==> src/rtl/lc3b_pkg.sv <==
// Shared LC-3b write-back types: register geometry, the buffered result entry
// and the N/Z/P encoder used when a result retires.
package lc3b_pkg;

    localparam int REG_W      = 16;
    localparam int REG_ADDR_W = 3;
    localparam int NUM_REGS   = 8;

    typedef struct packed {
        logic [REG_ADDR_W-1:0] dr;
        logic [REG_W-1:0]      data;
        logic                  setcc;
    } wb_entry_t;

    // Returns {n, z, p}; exactly one bit is set for any data value.
    function automatic logic [2:0] calc_nzp(input logic [REG_W-1:0] data);
        logic n_bit;
        logic z_bit;
        n_bit = data[REG_W-1];
        z_bit = (data == '0);
        return {n_bit, z_bit, ~n_bit & ~z_bit};
    endfunction

endpackage

==> src/rtl/regfile_wb_if.sv <==
// Producer-side result bus of the write-back sequencer: master is the result
// producer, slave is regfile_wb.
interface regfile_wb_if;
    import lc3b_pkg::*;

    // A result transfers on every rising edge where wb_valid && wb_ready.
    // wb_ready comes from registered state only; wb_stall is a sideband that
    // blocks retirement and does not take part in the handshake.
    logic                  wb_valid;
    logic                  wb_ready;
    logic [REG_ADDR_W-1:0] wb_dr;
    logic [REG_W-1:0]      wb_data;
    logic                  wb_setcc;
    logic                  wb_stall;

    modport master (
        output wb_valid, wb_dr, wb_data, wb_setcc, wb_stall,
        input  wb_ready
    );

    modport slave (
        input  wb_valid, wb_dr, wb_data, wb_setcc, wb_stall,
        output wb_ready
    );

endinterface

==> src/rtl/wb_fifo.sv <==
// In-order result FIFO for regfile_wb. Besides the head entry it exposes the
// per-slot valid bits and destination fields so the top can build the hazard mask.
module wb_fifo
    import lc3b_pkg::*;
#(
    parameter  int DEPTH = 4,
    localparam int AW    = $clog2(DEPTH),
    localparam int CW    = $clog2(DEPTH) + 1
) (
    input  logic                             clk_50,
    input  logic                             reset_n,
    input  logic                             push,
    input  wb_entry_t                        push_entry,
    input  logic                             pop,
    output wb_entry_t                        head,
    output logic [CW-1:0]                    count,
    output logic [DEPTH-1:0]                 valid,
    output logic [DEPTH-1:0][REG_ADDR_W-1:0] ent_dr
);

    wb_entry_t      mem [DEPTH];
    logic [AW-1:0]  rd_ptr;
    logic [AW-1:0]  wr_ptr;

    always_ff @(posedge clk_50) begin
        if (!reset_n) begin
            rd_ptr <= '0;
            wr_ptr <= '0;
            count  <= '0;
        end else begin
            if (push) wr_ptr <= wr_ptr + 1'b1;
            if (pop)  rd_ptr <= rd_ptr + 1'b1;
            case ({push, pop})
                2'b10:   count <= count + 1'b1;
                2'b01:   count <= count - 1'b1;
                default: count <= count;
            endcase
        end
    end

    // Storage needs no reset: a slot only matters while its valid bit is set.
    always_ff @(posedge clk_50) begin
        if (push) mem[wr_ptr] <= push_entry;
    end

    assign head = mem[rd_ptr];

    // A slot is live when its distance from the read pointer is below count.
    always_comb begin
        logic [AW-1:0] offset;
        offset = '0;
        valid  = '0;
        ent_dr = '0;
        for (int i = 0; i < DEPTH; i++) begin
            offset    = AW'(i) - rd_ptr;
            valid[i]  = ({1'b0, offset} < count);
            ent_dr[i] = mem[i].dr;
        end
    end

endmodule

==> src/rtl/regfile_wb.sv <==
// LC-3b write-back sequencer: buffers results, retires one per cycle onto the
// register-file write port, owns N/Z/P and publishes the pending-write mask.
// Optional feature: define LC3B_WB_BYPASS_EN to let a result arriving at an
// empty, unstalled sequencer skip the FIFO and retire on its push edge.
module regfile_wb
    import lc3b_pkg::*;
#(
    parameter  int DEPTH = 4,
    localparam int CW    = $clog2(DEPTH) + 1
) (
    input  logic                  clk_50,
    input  logic                  reset_n,
    regfile_wb_if.slave           wb,
    output logic                  ldreg,
    output logic [REG_ADDR_W-1:0] dr,
    output logic [REG_W-1:0]      reg_in,
    output logic                  n,
    output logic                  z,
    output logic                  p,
    output logic [NUM_REGS-1:0]   pending,
    output logic [CW-1:0]         count
);

    localparam logic [CW-1:0] FULL = CW'(DEPTH);

    wb_entry_t                        in_entry;
    wb_entry_t                        head;
    wb_entry_t                        ret_entry;
    logic                             accept;
    logic                             bypass;
    logic                             fifo_push;
    logic                             fifo_pop;
    logic                             retire;
    logic [DEPTH-1:0]                 slot_valid;
    logic [DEPTH-1:0][REG_ADDR_W-1:0] slot_dr;

    assign wb.wb_ready = (count < FULL);
    assign accept      = wb.wb_valid && wb.wb_ready;
    assign in_entry    = '{dr: wb.wb_dr, data: wb.wb_data, setcc: wb.wb_setcc};
    assign fifo_pop    = (count != '0) && !wb.wb_stall;

`ifdef LC3B_WB_BYPASS_EN
    assign bypass = accept && (count == '0) && !wb.wb_stall;
`else
    assign bypass = 1'b0;
`endif

    assign fifo_push = accept && !bypass;
    assign retire    = fifo_pop || bypass;
    assign ret_entry = fifo_pop ? head : in_entry;

    wb_fifo #(.DEPTH(DEPTH)) u_fifo (
        .clk_50     (clk_50),
        .reset_n    (reset_n),
        .push       (fifo_push),
        .push_entry (in_entry),
        .pop        (fifo_pop),
        .head       (head),
        .count      (count),
        .valid      (slot_valid),
        .ent_dr     (slot_dr)
    );

    // Output stage: dr/reg_in hold between pulses; codes move on the pop edge.
    always_ff @(posedge clk_50) begin
        if (!reset_n) begin
            ldreg     <= 1'b0;
            dr        <= '0;
            reg_in    <= '0;
            {n, z, p} <= 3'b010;
        end else begin
            ldreg <= retire;
            if (retire) begin
                dr     <= ret_entry.dr;
                reg_in <= ret_entry.data;
                if (ret_entry.setcc) {n, z, p} <= calc_nzp(ret_entry.data);
            end
        end
    end

    // A register stays pending until its final write has had its ldreg cycle.
    always_comb begin
        pending = '0;
        for (int i = 0; i < DEPTH; i++) begin
            if (slot_valid[i]) pending[slot_dr[i]] = 1'b1;
        end
        if (ldreg) pending[dr] = 1'b1;
    end

endmodule

==> src/flat_wrapper.sv <==
// flat-port wrapper written by rule: the top's interface ports become plain ports
module regfile_wb_flat import lc3b_pkg::*;
#(
    parameter  int DEPTH = 4,
    localparam int CW    = $clog2(DEPTH) + 1
)
  (clk_50, reset_n, ldreg, dr, reg_in, n, z, p, pending, count, wb_wb_valid, wb_wb_dr, wb_wb_data, wb_wb_setcc, wb_wb_stall, wb_wb_ready);
  regfile_wb_if wb_i ();
  input  logic clk_50;
  input  logic reset_n;
  output logic ldreg;
  output logic [REG_ADDR_W-1:0] dr;
  output logic [REG_W-1:0] reg_in;
  output logic n;
  output logic z;
  output logic p;
  output logic [NUM_REGS-1:0] pending;
  output logic [CW-1:0] count;
  input wire logic [$bits(wb_i.wb_valid)-1:0] wb_wb_valid;
  input wire logic [$bits(wb_i.wb_dr)-1:0] wb_wb_dr;
  input wire logic [$bits(wb_i.wb_data)-1:0] wb_wb_data;
  input wire logic [$bits(wb_i.wb_setcc)-1:0] wb_wb_setcc;
  input wire logic [$bits(wb_i.wb_stall)-1:0] wb_wb_stall;
  output wire logic [$bits(wb_i.wb_ready)-1:0] wb_wb_ready;
  assign wb_i.wb_valid = wb_wb_valid;
  assign wb_i.wb_dr = wb_wb_dr;
  assign wb_i.wb_data = wb_wb_data;
  assign wb_i.wb_setcc = wb_wb_setcc;
  assign wb_i.wb_stall = wb_wb_stall;
  assign wb_wb_ready = wb_i.wb_ready;
  regfile_wb #(.DEPTH(DEPTH)) u_core (.clk_50(clk_50), .reset_n(reset_n), .wb(wb_i), .ldreg(ldreg), .dr(dr), .reg_in(reg_in), .n(n), .z(z), .p(p), .pending(pending), .count(count));
endmodule
==> config.mk <==
export PLATFORM = sky130hd
export DESIGN_NAME = regfile_wb_flat
export DESIGN_NICKNAME = d
export VERILOG_FILES = /design/src/rtl/lc3b_pkg.sv /design/src/rtl/regfile_wb_if.sv /design/src/rtl/wb_fifo.sv /design/src/rtl/regfile_wb.sv /design/src/flat_wrapper.sv
export SDC_FILE = /design/constraint.sdc
export NUM_CORES = 1
export LEC_CHECK = 0
export BUFFER_PORTS_ARGS = -buffer_cell sky130_fd_sc_hd__buf_2
export CAP_MARGIN = 20
export CORE_MARGIN = 10
export CORE_UTILIZATION = 23
export CTS_CLUSTER_DIAMETER = 80
export DETAILED_ROUTE_END_ITERATION = 10
export HOLD_SLACK_MARGIN = 0.06
export PLACE_DENSITY = 0.47
export SETUP_SLACK_MARGIN = 0.3
export SLEW_MARGIN = 20
export SYNTH_ARGS = -nofsm -noshare
export SYNTH_HDL_FRONTEND = slang
export SYNTH_SLANG_ARGS = --single-unit
==> constraint.sdc <==
create_clock -name clk_50 -period 3.71 [get_ports clk_50]
set_input_delay 0.742 -clock clk_50 [delete_from_list [all_inputs] [get_ports clk_50]]
set_output_delay 0.742 -clock clk_50 [all_outputs]
set_load 0.02 [all_outputs]
==> results.md <==
- Tmin final: 3.20 ns
- Core Footprint: between 15000 and 20000 um2
- Final Util: 28.4%
- R2R Path End: u_core.u_fifo.count[2]
- P_sw: 1.34 mW
- Largest net degree at the start of global routing: 30
- Max VDD drop: 0.000250 V
- Worst Hold Class: reg -> reg
- Die area: 26300 um2
- Buf/Inv on CP: 2
- Final wirelength: 11.5 mm
- Sw frac: between 30% and 40%
- Worst path cell trace: xnor2_1 -> inv_1 -> ha_1 -> a21oi_1 -> o21bai_1 -> nor3b_1 -> or4_1 -> buf_2
- WP data arrival: 2.46 ns
- Worst Tran Pin Value: 0.982 ns
- Layout cell share with drive strength beyond 1: 26.2%
- Max Freq: around 310 MHz
- Setup TNS Final: 0 ns
- Antenna Nets Post-Route: 0
- Largest area contributor in the netlist: edfxtp_1
- Final setup viols: 0
- Hold Crit Endpoint: u_core.reg_in[12]
- Final hold viol count: 0
- Vias in the first global route: 3017
- Top-area cell type share of the netlist area: 51.7%
- Post-CTS Setup Repair Bufs: 0
- Mean routed wirelength per cell: 17.2 um
- Fill count: about 2100
- Synthesized cell area: 4640 um2
- Layout Nets: 434
- CP max stage delay: 0.52 ns
- Drt via density: 4.27
- Ranking of synthesized cells by area: edfxtp_1 (52%), dfxtp_1 (14%), mux4_2 (9.2%)
- Gpl congestion: 0.794
- Worst hold path cell count: 2
- Slew margin rel.: 34.5%
- Cell depth of the worst flop-to-flop path: 9
- Power density cells: 702 nW/um2
- CTS Sinks: 112
- Most frequent cells in the layout: edfxtp_1 (80), buf_2 (58), nand2_1 (47)
- Clock power share: ~25%
- Latest clock arrival within the worst-skew pair: 0.34 ns
- Clock transition at path regs: 0.07 ns
- Final setup skew: 0.00686 ns
- Outcome: completed
- Port bufs: 58
- Initial Util: 23.6%
- Vias after detailed routing: 2866
- Number of max-cap violations: 0
- Root buffer cell: clkbuf_16
- Overall Global Routing Usage: a little under a tenth
- DR DRC count: 0
- P_int: 2.58 mW
- Yosys cell types: 40
- Total grt overflow: 0
- Worst Setup End Kind: output port
- Chip Width: 162 um
- Cts bufs inserted: 9
- Post-CTS sizing: 0
- Max Slew Vio Count: 0
- Seq/Total Area, Yosys: about 66%
- H-tree depth: 3
- Syn nets: 368
- Most common cell after layout, fill and taps aside: edfxtp_1
- CTS Buffer Depth: 2
- Kind of cell adding the most delay to the critical path: simple AND/OR/NAND/NOR gates
- Die Ht: 162 um
- Worst endpoint required time: 2.97 ns
- I/O pin total: 59
- Synth-to-Final Area Change: 20.2%
- Reg power frac: 42.8%
- Crit Path Category: reg -> out
- Async SR Flop Fraction: 0%
- Synth Flop Type: edfxtp_1
- Detailed Route Iter0 Violations: 181
- EDFF count, synth: 80
- R2r setup slk: 1.02 ns
- RSZ-0062 raised after global routing: false
- Crit-path slowest cell: or4_1
- Share of the clock period used by the worst path: approximately 86%
- Synth Register Bits: 112
- Worst r2r src: u_core.u_fifo.count[2]
- P_leak: ~2 nW
- CTS tree: done
- Initial antenna violation count: 2
- Global-route wire length before repair: 18.0 mm
- CTS Hold Bufs: 0
- Combinational share of power: 32.3%
- CP max FO: 6
- Worst Setup Start Kind: register
- Min-delay src: u_core.reg_in[12]
- 1st-pass router iterations: 4
- HPWL after DPL: 8.47 mm
- Avg Cell Area, Syn: 13.9 um2
- Synthesized instance count: 334
- Yosys warning count: 0
- Site Rows: 51
==> state kept, by name (all words and copies together) (netlist names), 2 cells and up, named ones only <==
signal	count
u_core.u_fifo.wr_ptr	2
u_core.reg_in	16
u_core.dr	3
u_core.u_fifo.count	3
u_core.u_fifo.mem	80
u_core.u_fifo.rd_ptr	2
==> through the flow <==
stage / hold slack, ns / cell area, um2 / worst slack, ns / instances / power (mW)
6_report: 0.457 / 5580 / 0.506 / 671 / 3.92
5_1_grt: 0.477 / 5580 / 0.315 / 670 / 4.17
4_1_cts: 0.457 / 5580 / 0.505 / 670 / 3.99
3_5_place_dp: 0.447 / 5270 / 0.888 / 654 / 3.01
3_3_place_gp: 0.446 / 5270 / 0.932 / 654 / 2.98
2_1_floorplan: 0.535 / 4640 / 1.03 / 334 / 2.58
==> per-layer routing <==
layer	share of wire (%)	global-route usage [%]	vias to the layer above
met5	0.061	0	-
met4	0.83	2.36	2
met3	5.7	2.98	12
met2	49	15.0	69
met1	44	10.9	1401
li1	-	-	1382
==> worst register-to-register path, cell delays in order (launching register included) <==
cell and delay, ns:
dfxtp_1 0.54, nor3_1 0.18, or2_2 0.51, inv_2 0.14
ha_1 0.19, inv_1 0.06, fa_1 0.39, xor2_1 0.16
or3_1 0.31, a21oi_1 0.14
==> kinds of logic (layout without fill, tap and decap cells) <==
group,Yosys count,in the layout,synth area share [%]
adders and majority gates,10,10,2.86
other,0,1,0
xor gates and xnor gates,6,6,1.13
AOI/OAI and AO/OA,45,45,5.28
and+or+nand+nor,116,116,12.9
buffers and inverters,24,95,2.34
DFF,112,112,65.5
muxes,21,21,9.99
==> final cells by class <==
class                      count  area [um2]  share of cell area (%)
sequential                   112        3040                    54.5
multi-input combinational    198        1490                    26.7
timing repair buffer          68         365                    6.55
tap                          265         332                    5.94
clock buffer                  10         239                    4.28
clock inverter                 6        66.3                    1.19
inverter                      11        41.3                   0.740
antenna                        1        2.50                  0.0448
==> synthesized netlist by cell type (6+ instances only) <==
cell type / count
dfxtp_1: 32
nor2_1: 14
edfxtp_1: 80
nor3b_1: 12
a21oi_1: 25
inv_1: 9
nor3_1: 7
or4_1: 6
nand2_1: 47
mux4_2: 19
ha_1: 9
o21ai_0: 7
clkbuf_1: 8
==> power by group through the flow <==
| stage | Clock [mW] | Combinational [mW] | Sequential [mW] |
|---|---|---|---|
| floorplan | 0 | 0.808 | 1.77 |
| global route | 1.05 | 1.41 | 1.71 |
| detailed placement | 0 | 1.30 | 1.71 |
| global placement | 0 | 1.29 | 1.70 |
| CTS | 1.01 | 1.30 | 1.68 |
| finish | 0.978 | 1.27 | 1.68 |
==> worst max path at each step <==
stage          cells past startpoint                     from                      to  slack, ns
6_report                           8  u_core.u_fifo.rd_ptr[0]              pending[4]       0.51
3_5_place_dp                       8  u_core.u_fifo.rd_ptr[0]              pending[4]       0.89
2_1_floorplan                      9              wb_wb_stall  u_core.u_fifo.count[2]       1.03
5_1_grt                            8  u_core.u_fifo.rd_ptr[0]              pending[5]       0.32
3_3_place_gp                       8  u_core.u_fifo.rd_ptr[0]              pending[5]       0.93
4_1_cts                            8  u_core.u_fifo.rd_ptr[0]              pending[4]       0.51
(Power assumes the default switching activity.)
